==> config.mk <==
export PLATFORM = sky130hd
export DESIGN_NAME = pq_req_sched_flat
export DESIGN_NICKNAME = d
export VERILOG_FILES = /design/src/rtl/pq_pkg.sv /design/src/rtl/pq_req_sched_if.sv /design/src/rtl/pq_in_fifo.sv /design/src/rtl/pq_req_sched.sv /design/src/flat_wrapper.sv
export SDC_FILE = /design/constraint.sdc
export NUM_CORES = 1
export LEC_CHECK = 0
export ABC_AREA = 0
export ABC_CLOCK_PERIOD_IN_PS = 3200
export CAP_MARGIN = 20
export CORE_MARGIN = 10
export CORE_UTILIZATION = 34
export DETAILED_ROUTE_END_ITERATION = 8
export PLACE_DENSITY = 0.57
export REMOVE_ABC_BUFFERS = 1
export SLEW_MARGIN = 10
export SYNTH_ARGS = -nofsm -noshare
export SYNTH_HDL_FRONTEND = slang
export SYNTH_SLANG_ARGS = --single-unit
export TNS_END_PERCENT = 5
==> constraint.sdc <==
create_clock -name clk -period 3.2 [get_ports clk]
set_input_delay 0.64 -clock clk [delete_from_list [all_inputs] [get_ports clk]]
set_output_delay 0.64 -clock clk [all_outputs]
set_load 0.1 [all_outputs]
==> src/rtl/pq_pkg.sv <==
// pq_pkg: shared types for the priority-queue request scheduler.
//   KEY_WIDTH / VAL_WIDTH : field widths of one queue entry
//   kv_t                  : {key, val} entry as carried on every data port
//   pq_cmd_t              : command issued to the priority queue each cycle
//   sched_state_t         : scheduler FSM states
package pq_pkg;

  localparam int KEY_WIDTH = 8;
  localparam int VAL_WIDTH = 8;

  typedef struct packed {
    logic [KEY_WIDTH-1:0] key;
    logic [VAL_WIDTH-1:0] val;
  } kv_t;

  typedef enum logic [1:0] {CMD_NONE, CMD_ENQ, CMD_DEQ, CMD_REPL} pq_cmd_t;

  typedef enum logic {ST_RUN, ST_FLUSH} sched_state_t;

endpackage

==> src/rtl/pq_req_sched_if.sv <==
// pq_req_sched_if: client channels and PQ command port of the scheduler.
//   enq_*   : enqueue request channel (valid/ready), data enq_kv
//   deq_*   : dequeue request channel (valid/ready)
//   res_*   : registered result channel (valid/ready), data res_kv
//   flush / flush_done : flush start pulse and completion pulse
//   pq_*    : command/data to the PQ and its status/top back
// master = client + PQ side, slave = scheduler side.
interface pq_req_sched_if;
  import pq_pkg::*;

  logic    enq_valid;
  kv_t     enq_kv;
  logic    enq_ready;
  logic    deq_valid;
  logic    deq_ready;
  logic    res_valid;
  kv_t     res_kv;
  logic    res_ready;
  logic    flush;
  logic    flush_done;
  pq_cmd_t pq_cmd;
  kv_t     pq_kvi;
  kv_t     pq_kvo;
  logic    pq_full;
  logic    pq_empty;

  modport master (
    output enq_valid, enq_kv, deq_valid, res_ready, flush, pq_kvo, pq_full, pq_empty,
    input  enq_ready, deq_ready, res_valid, res_kv, flush_done, pq_cmd, pq_kvi
  );

  modport slave (
    input  enq_valid, enq_kv, deq_valid, res_ready, flush, pq_kvo, pq_full, pq_empty,
    output enq_ready, deq_ready, res_valid, res_kv, flush_done, pq_cmd, pq_kvi
  );

endinterface

==> src/rtl/pq_in_fifo.sv <==
// pq_in_fifo: small synchronous FIFO buffering enqueue requests.
//   clk, rst_n : clock, asynchronous active-low reset (clears contents)
//   push, din  : write din when not full
//   pop        : drop the head when not empty
//   dout       : current head entry
//   full/empty : occupancy flags
module pq_in_fifo
  import pq_pkg::*;
#(
  parameter int FIFO_DEPTH = 4
) (
  input  logic clk,
  input  logic rst_n,
  input  logic push,
  input  logic pop,
  input  kv_t  din,
  output kv_t  dout,
  output logic full,
  output logic empty
);

  localparam int AW = $clog2(FIFO_DEPTH);
  localparam logic [AW:0] DEPTH_C = (AW+1)'(FIFO_DEPTH);

  kv_t           mem [FIFO_DEPTH];
  logic [AW-1:0] wptr;
  logic [AW-1:0] rptr;
  logic [AW:0]   count;
  logic          do_push;
  logic          do_pop;

  assign full    = (count == DEPTH_C);
  assign empty   = (count == '0);
  assign dout    = mem[rptr];
  assign do_push = push && !full;
  assign do_pop  = pop && !empty;

  // Pointers wrap naturally because the depth is a power of two.
  always_ff @(posedge clk or negedge rst_n) begin
    if (!rst_n) begin
      wptr  <= '0;
      rptr  <= '0;
      count <= '0;
      for (int i = 0; i < FIFO_DEPTH; i++) mem[i] <= '0;
    end else begin
      if (do_push) begin
        mem[wptr] <= din;
        wptr      <= wptr + 1'b1;
      end
      if (do_pop) rptr <= rptr + 1'b1;
      case ({do_push, do_pop})
        2'b10:   count <= count + 1'b1;
        2'b01:   count <= count - 1'b1;
        default: count <= count;
      endcase
    end
  end

endmodule

==> src/rtl/pq_req_sched.sv <==
// pq_req_sched: serialises client enqueue/dequeue traffic into one PQ
// command per cycle, fusing a pending enqueue and dequeue into REPL, and
// draining everything to the result port on flush.
//   clk, rst_n : clock, asynchronous active-low reset
//   bus        : pq_req_sched_if.slave (client channels + PQ port)
module pq_req_sched
  import pq_pkg::*;
#(
  parameter int FIFO_DEPTH = 4
) (
  input logic           clk,
  input logic           rst_n,
  pq_req_sched_if.slave bus
);

  sched_state_t state_q;
  sched_state_t state_d;
  pq_cmd_t      cmd;
  logic         flush_done_c;
  logic         f_full;
  logic         f_empty;
  logic         f_ne;
  logic         f_push;
  kv_t          f_head;
  logic         slot_free;
  logic         issue_pop;
  logic         issue_res;
  logic         res_valid_q;
  kv_t          res_kv_q;

  // The result slot can take a new item if empty or being drained now.
  assign slot_free = !res_valid_q || bus.res_ready;
  assign f_ne      = !f_empty;
  assign issue_pop = (cmd == CMD_ENQ) || (cmd == CMD_REPL);
  assign issue_res = (cmd == CMD_DEQ) || (cmd == CMD_REPL);

  // rst_n gates enq_ready so the client sees it low throughout reset.
  assign bus.enq_ready = rst_n && (state_q == ST_RUN) && !f_full;
  assign f_push        = bus.enq_valid && bus.enq_ready;

  pq_in_fifo #(.FIFO_DEPTH(FIFO_DEPTH)) u_fifo (
    .clk   (clk),
    .rst_n (rst_n),
    .push  (f_push),
    .pop   (issue_pop),
    .din   (bus.enq_kv),
    .dout  (f_head),
    .full  (f_full),
    .empty (f_empty)
  );

  always_ff @(posedge clk or negedge rst_n) begin
    if (!rst_n) state_q <= ST_RUN;
    else        state_q <= state_d;
  end

  // In FLUSH the FIFO head is pushed through the PQ (REPL when a result
  // slot is free, plain ENQ when the PQ is empty) so the output sequence
  // is the PQ's ordering of everything held. Commands are suppressed in
  // reset because the PQ still samples at clock edges.
  always_comb begin
    state_d      = state_q;
    cmd          = CMD_NONE;
    flush_done_c = 1'b0;
    case (state_q)
      ST_RUN: begin
        if (f_ne && bus.deq_valid && !bus.pq_empty && slot_free) cmd = CMD_REPL;
        else if (bus.deq_valid && !bus.pq_empty && slot_free)   cmd = CMD_DEQ;
        else if (f_ne && !bus.pq_full)                          cmd = CMD_ENQ;
        if (bus.flush) state_d = ST_FLUSH;
      end
      ST_FLUSH: begin
        if (f_ne && !bus.pq_empty && slot_free)       cmd = CMD_REPL;
        else if (f_ne && bus.pq_empty)                cmd = CMD_ENQ;
        else if (!f_ne && !bus.pq_empty && slot_free) cmd = CMD_DEQ;
        if (f_empty && bus.pq_empty) begin
          state_d      = ST_RUN;
          flush_done_c = 1'b1;
        end
      end
      default: state_d = ST_RUN;
    endcase
    if (!rst_n) cmd = CMD_NONE;
  end

  assign bus.pq_cmd     = cmd;
  assign bus.pq_kvi     = issue_pop ? f_head : '0;
  assign bus.deq_ready  = (state_q == ST_RUN) && issue_res;
  assign bus.flush_done = flush_done_c;
  assign bus.res_valid  = res_valid_q;
  assign bus.res_kv     = res_kv_q;

  // A reload in the same cycle as res_ready keeps res_valid high.
  always_ff @(posedge clk or negedge rst_n) begin
    if (!rst_n) begin
      res_valid_q <= 1'b0;
      res_kv_q    <= '0;
    end else if (issue_res) begin
      res_valid_q <= 1'b1;
      res_kv_q    <= bus.pq_kvo;
    end else if (bus.res_ready) begin
      res_valid_q <= 1'b0;
    end
  end

endmodule

==> src/flat_wrapper.sv <==
// flat-port wrapper written by rule: the top's interface ports become plain ports
module pq_req_sched_flat import pq_pkg::*;
#(
  parameter int FIFO_DEPTH = 4
)
  (clk, rst_n, bus_enq_valid, bus_enq_kv, bus_deq_valid, bus_res_ready, bus_flush, bus_pq_kvo, bus_pq_full, bus_pq_empty, bus_enq_ready, bus_deq_ready, bus_res_valid, bus_res_kv, bus_flush_done, bus_pq_cmd, bus_pq_kvi);
  pq_req_sched_if bus_i ();
  input logic clk;
  input logic rst_n;
  input wire logic [$bits(bus_i.enq_valid)-1:0] bus_enq_valid;
  input wire logic [$bits(bus_i.enq_kv)-1:0] bus_enq_kv;
  input wire logic [$bits(bus_i.deq_valid)-1:0] bus_deq_valid;
  input wire logic [$bits(bus_i.res_ready)-1:0] bus_res_ready;
  input wire logic [$bits(bus_i.flush)-1:0] bus_flush;
  input wire logic [$bits(bus_i.pq_kvo)-1:0] bus_pq_kvo;
  input wire logic [$bits(bus_i.pq_full)-1:0] bus_pq_full;
  input wire logic [$bits(bus_i.pq_empty)-1:0] bus_pq_empty;
  output wire logic [$bits(bus_i.enq_ready)-1:0] bus_enq_ready;
  output wire logic [$bits(bus_i.deq_ready)-1:0] bus_deq_ready;
  output wire logic [$bits(bus_i.res_valid)-1:0] bus_res_valid;
  output wire logic [$bits(bus_i.res_kv)-1:0] bus_res_kv;
  output wire logic [$bits(bus_i.flush_done)-1:0] bus_flush_done;
  output wire logic [$bits(bus_i.pq_cmd)-1:0] bus_pq_cmd;
  output wire logic [$bits(bus_i.pq_kvi)-1:0] bus_pq_kvi;
  assign bus_i.enq_valid = bus_enq_valid;
  assign bus_i.enq_kv = bus_enq_kv;
  assign bus_i.deq_valid = bus_deq_valid;
  assign bus_i.res_ready = bus_res_ready;
  assign bus_i.flush = bus_flush;
  assign bus_i.pq_kvo = bus_pq_kvo;
  assign bus_i.pq_full = bus_pq_full;
  assign bus_i.pq_empty = bus_pq_empty;
  assign bus_enq_ready = bus_i.enq_ready;
  assign bus_deq_ready = bus_i.deq_ready;
  assign bus_res_valid = bus_i.res_valid;
  assign bus_res_kv = bus_i.res_kv;
  assign bus_flush_done = bus_i.flush_done;
  assign bus_pq_cmd = bus_i.pq_cmd;
  assign bus_pq_kvi = bus_i.pq_kvi;
  pq_req_sched #(.FIFO_DEPTH(FIFO_DEPTH)) u_core (.clk(clk), .rst_n(rst_n), .bus(bus_i));
endmodule
; Yosys cells after proc, flatten, opt, wreduce, memory -nomap -nowiden
; Index checks and enable logic that the tools add are counted.
[word_totals]
regBits = 89
latchBits = 0
mem_bits_rw = 0
romBits = 0
input_bits = 40
output_inout_bits = 38
word_cells = 84
mem_count = 0
[op_classes]
addsub = 4
mul = 0
div_mod_pow = 0
order_cmp = 3
n_eq_ne = 6
shift = 0
muxes = 23
bitwise = 3
n_reduce_logical = 30
[op_table]
columns = op, n
row1 = $bwmux 64, 1
row2 = $mux 16, 4
row3 = $bmux 16 s2, 1
row4 = $demux 16 s2, 1
row5 = $logic_and 1x1->1, 19
row6 = $mux 2, 6
row7 = $mux 1, 7
row8 = $eq 2x2->1 const B, 3
row9 = $ge 3x3->1 const B, 2
row10 = $not 2->3, 2
row11 = $pmux 3 s2, 1
row12 = $logic_not 1->1, 5
row13 = $add 2x1->2 const B, 2
row14 = $eq 2x1->1 const B, 2
row15 = $pmux 2 s2, 1
row16 = $reduce_bool 2->1, 2
row17 = $add 3x1->3 const B, 1
row18 = $eq 3x3->1 const B, 1
row19 = $logic_not 3->1, 1
row20 = $logic_or 1x1->1, 3
row21 = $lt 3x1->1 const B, 1
row22 = $sub 3x1->3 const B, 1
row23 = $pmux 1 s2, 1
row24 = $not 1->1, 1

; Depth between registers and ports, before layout
[logic_depth]
word_depth = 13
ltp_mapped = 12
ltp_nobuf = 10

; By module
; Synthesis repeated with hierarchy kept, for this count alone.
[unflattened]
cells_unflattened = 265
hier_area_um2 = 4166.5
[modules_own_cells]
columns = module, n_inst, cells_per_inst, area_each_um2, seq_area_each_um2
row1 = pq_in_fifo, 1, 192, 3185.6, 1776.7
row2 = pq_req_sched, 1, 73, 980.9, 450.4

; Worst setup path after synthesis
; No wires, ideal clock.
[synth_path]
kind = flip-flop to output port
start = reg u_core.res_valid_q, in the netlist u_core.bus.res_valid
end = out bus_deq_ready
arrival_ps = 3872
t_required_ps = 2560
slack_ps = -1312
stages_incl_launch_ff = 3
n_path_buf = 0
path_cell_list = dfrtp_1 > nor2b_4 > nor4_1
[synth_between]
elab_chain_cells = 11
elab_cells_between_ends = 17
cone_classes = 2 x eq/ne / 7 x mux / 8 x reduce/logical
[synth_rtl]
columns = item, line_no
row1 = start: declaration, pq_req_sched.sv:28  ; logic res_valid_q;
row2 = start signal: assignment, pq_req_sched.sv:96  ; res_valid_q <= 1'b0;
row3 = start signal: assignment, pq_req_sched.sv:99  ; res_valid_q <= 1'b1;
row4 = start signal: assignment, pq_req_sched.sv:102  ; res_valid_q <= 1'b0;
row5 = $logic_not 1->1 (*), pq_req_sched.sv:32  ; assign slot_free = !res_valid_q || bus.res_ready;
row6 = $logic_or 1x1->1 (*), pq_req_sched.sv:32
row7 = $logic_and 1x1->1, pq_req_sched.sv:75  ; else if (!f_ne && !bus.pq_empty && slot_free) cmd = CMD_DEQ;
row8 = $mux 2, pq_req_sched.sv:75
row9 = $mux 2, pq_req_sched.sv:74  ; else if (f_ne && bus.pq_empty) cmd = CMD_ENQ;
row10 = $mux 2, pq_req_sched.sv:73  ; if (f_ne && !bus.pq_empty && slot_free) cmd = CMD_REPL;
row11 = $pmux 2 s2 (*), pq_req_sched.sv:65  ; case (state_q)
row12 = $mux 2 (*), pq_req_sched.sv:83  ; if (!rst_n) cmd = CMD_NONE;
row13 = $eq 2x2->1, pq_req_sched.sv:35  ; assign issue_res = (cmd == CMD_DEQ) || (cmd == CMD_REPL);
row14 = $logic_or 1x1->1 (*), pq_req_sched.sv:35
row15 = $logic_and 1x1->1 (*), pq_req_sched.sv:88  ; assign bus.deq_ready = (state_q == ST_RUN) && issue_res;
row16 = end: declaration, flat_wrapper.sv:19  ; output wire logic [$bits(bus_i.deq_ready)-1:0] bus_deq_ready;
; Every way passes the cells marked *; elsewhere a longest branch is shown, timed or not.

; Worst setup path after layout
[layout_path]
start = in bus_res_ready
end = out bus_pq_kvi[3]
[layout_between]
elab_chain_cells = 10
elab_cells_between_ends = 16
cone_classes = 2 x eq/ne / 8 x mux / 6 x reduce/logical
[layout_rtl]
columns = item, line_no
row1 = start: declaration, flat_wrapper.sv:13  ; input wire logic [$bits(bus_i.res_ready)-1:0] bus_res_ready;
row2 = $logic_or 1x1->1 (*), pq_req_sched.sv:32
row3 = $logic_and 1x1->1, pq_req_sched.sv:75
row4 = $mux 2, pq_req_sched.sv:75
row5 = $mux 2, pq_req_sched.sv:74
row6 = $mux 2, pq_req_sched.sv:73
row7 = $pmux 2 s2 (*), pq_req_sched.sv:65
row8 = $mux 2 (*), pq_req_sched.sv:83
row9 = $eq 2x1->1 / $eq 2x2->1 (equally long branches), pq_req_sched.sv:34  ; assign issue_pop = (cmd == CMD_ENQ) || (cmd == CMD_REPL);
row10 = $logic_or 1x1->1 (*), pq_req_sched.sv:34
row11 = $mux 16 (*), pq_req_sched.sv:87  ; assign bus.pq_kvi = issue_pop ? f_head : '0;
row12 = end: declaration, flat_wrapper.sv:24  ; output wire logic [$bits(bus_i.pq_kvi)-1:0] bus_pq_kvi;
; Marked as above.

==> results list <==
- Number of violations of the max-capacitance limit: 0
* Routed length per placed instance: 18.2 um
* HPWL reported at the end of detailed placement: 6360 um
- Synth warn: 0
- Post-detailed-route DRC marker count: 0
- The number of setup buffers added after CTS is 0.
* Initial antenna violation count: 0
* Setup repair after global routing missed its margin: false
- The initial utilization of the core area, before any placement, comes to 0.352.
- Final setup fails: 0
- Startpoint type of the worst setup path: primary input
* Pre-CTS setup slack: 0.0112 ns
* Clock sink count: 89
- Setup total negative slack on the finished layout was measured at 0 ns.
* CTS tree: yes
- The initialized floorplan defines 40 standard-cell rows.
- 78 I/O pins were placed.
- Clk slew on worst S/H paths: 0.06 ns
- For this run, the total global-route usage over all layers was measured as 0.112.
- Most common library cell in the layout ignoring fill and taps: sky130_fd_sc_hd__dfrtp_1
* Run status: finished, final reports clean
- Cell taking the most area after synthesis: sky130_fd_sc_hd__dfrtp_1
- The share of synthesized area in the top cell type comes to 0.521.
- H-tree levels: 3
- Measured against its own limit, the worst slew margin works out to 0.478.
- In this run the worst path has a maximum fanout of 19.
- Clock insertion delay at the later pin of the skew report: 0.34 ns
- 0 antenna diodes ended up in the layout.
* Post-CTS Hold Buffers: 0
- Sorting the synthesized cells by area gives the leading types as sky130_fd_sc_hd__dfrtp_1 52%, sky130_fd_sc_hd__mux2_4 14%, sky130_fd_sc_hd__mux2_2 11%.
- IR analysis of the VDD net gives a maximum drop of 0.000509 V.
- The region available for standard cell placement spans 12200 um2.
- Routed wire length: 9470 um
- The die covers 17500 um2.
- Final nets: between 300 and 400
- The number of clock buffers added by TritonCTS is 9.
- For the pin with the worst max-slew slack, the measured transition is 0.783 ns.
* Fin. Hold Viols: 0
- The clock passes through at most 2 buffers.
* GPL Wtd Cong: 0.704
- Post-synthesis cell type count: 32
- Routed via count: 2381
- Clk_skew: 0.00860 ns
- Portion of the post-synthesis area used by sequential elements: 0.521
- Power spread over the standard cell area amounts to 998 nW/um2.
* Largest net degree at the start of global routing: 61
- For this run, the top clock speed supported by timing is approximately 320 MHz.
- Once detail routing completed, the nets flagged for antenna violations numbered 0.
- Total standard cell area after synthesis: 4280 um2
- Port Buffers: 77
- The floorplan step set the die height to between 100 and 150 um.
- STA puts the critical path data arrival time at ~2.5 ns.
* Worst endpoint required time: roughly 2.6 ns
- In the layout the commonest cells are 89 x sky130_fd_sc_hd__dfrtp_1, 41 x sky130_fd_sc_hd__mux2_2, 40 x sky130_fd_sc_hd__mux2_4.
- The routed design could run at a clock period as short as between 3 and 4 ns.
- After the first detailed-routing iteration, the DRC count stood at 112.
* Final Max Tran Viols: 0
* Endpoint type of the worst setup path: output pin
* Fraction of final layout cells with drive strength greater than 1: 0.484
- Chip width: 132 um
- The analysis attributes to cell leakage a power of 2.56 nW.
- Hold Crit Class: in -> async
- The first global-routing pass estimated between 15000 and 20000 um of wire.
* Leftover overflow at the end of global routing: 0
- Number of instances in the synthesized netlist: 262
- From synthesis to final layout, the design area changed by 33.1%.
* Classification of the worst setup path: in -> out
- Buffer type at the clock tree root: sky130_fd_sc_hd__clkbuf_16
- Worst setup slack for register-to-register paths: 0.71 ns
- Length of the first detailed-routing pass in iterations: 4
- Post-Syn Area per Cell: 16.3 um2
- Routed vias/inst: 4.57
- Post-CTS repair changed the size of 0 cells.
- Period utilisation layout: 0.969
- Vias in the first global route: 2633
- FF+latch count, synth: 89
* Final worst slack: between 0.09 and 0.1 ns
==> power by group <==
part	internal (mW)	switching (mW)
clock	0.727	0.440
combinational	1.19	1.50
sequential	1.55	0.272
total	3.47	2.21
==> cells in the mapped netlist (all sizes together) <==
library cell,instances
nor4,2
nor3,2
a311oi,2
xnor2,3
inv,11
nor2b,17
buf,14
xor2,3
nor2,3
nand2,1
a31o,1
o21ai,2
nand2b,1
and3,5
fa,1
mux4,16
clkbuf,1
or3,1
dfrtp,89
mux2,81
mux2i,1
ha,5
==> kinds of logic (layout without fill, tap and decap cells) <==
group | after synthesis | in the layout | share of synthesized area
flops | 89 | 89 | 0.521
mux | 98 | 98 | 0.335
compound gates | 5 | 5 | 0.0135
xor+xnor | 6 | 6 | 0.0140
simple gates | 32 | 32 | 0.0468
fa+ha+maj | 6 | 6 | 0.0193
buf+inv | 26 | 117 | 0.0509
==> worst max-delay path, stage by stage <==
cell	delay [ns]
sky130_fd_sc_hd__clkdlybuf4s50_1	0.51
sky130_fd_sc_hd__nor2b_4	0.05
sky130_fd_sc_hd__a31o_1	0.22
sky130_fd_sc_hd__or3_1	0.41
sky130_fd_sc_hd__buf_12	0.18
sky130_fd_sc_hd__nor2b_1	0.22
sky130_fd_sc_hd__buf_12	0.21
==> routing by layer <==
metal	wire (um)	GRT usage
met5	0	0
met1	4060	0.133
met4	89	0.0293
met2	4950	0.187
met3	375	0.0415
==> path summary, 6_finish.rpt <==
check	from	end	cells past startpoint
min in group clk	u_core.u_fifo.mem[17]	u_core.u_fifo.mem[17]	1
hold reg to reg	u_core.u_fifo.mem[17]	u_core.u_fifo.mem[17]	1
setup / recovery	bus_res_ready	bus_pq_kvi[3]	7
max in group asynchronous	rst_n	u_core.bus.res_kv[3]	3
hold / removal	rst_n	u_core.u_fifo.count[2]	2
setup reg to reg	u_core.state_q	u_core.u_fifo.count[2]	10
==> state kept, by name, indices dropped and copies added (netlist names) <==
name	count
u_core.u_fifo.mem	64
u_core.bus.res_kv	16
u_core.u_fifo.count	3
u_core.u_fifo.rptr	2
u_core.u_fifo.wptr	2
u_core.bus.res_valid	1
u_core.state_q	1
==> per-stage QoR <==
stage / hold WS, ns / std cells / area (um2) / utilization / total power, mW
floorplan: 0.344 / 247 / 4100 / - / 3.74
global route: 0.354 / 521 / 5690 / 0.468 / 5.97
detailed placement: 0.490 / 505 / 5360 / 0.441 / 4.55
global placement: 0.484 / 505 / 5360 / 0.441 / 4.51
finish: 0.327 / 521 / 5690 / 0.468 / 5.68
CTS: 0.335 / 521 / 5690 / 0.468 / 5.76
==> area by class of cell <==
class | instances | area, um2
clock buffer | 12 | 256
inverter | 11 | 41.3
sequential | 89 | 2230
clock inverter | 4 | 75.1
multi-input combinational | 147 | 1840
fill | 1060 | 6470
timing repair buffer | 90 | 1050
tap | 168 | 210
(Power assumes the default switching activity.)
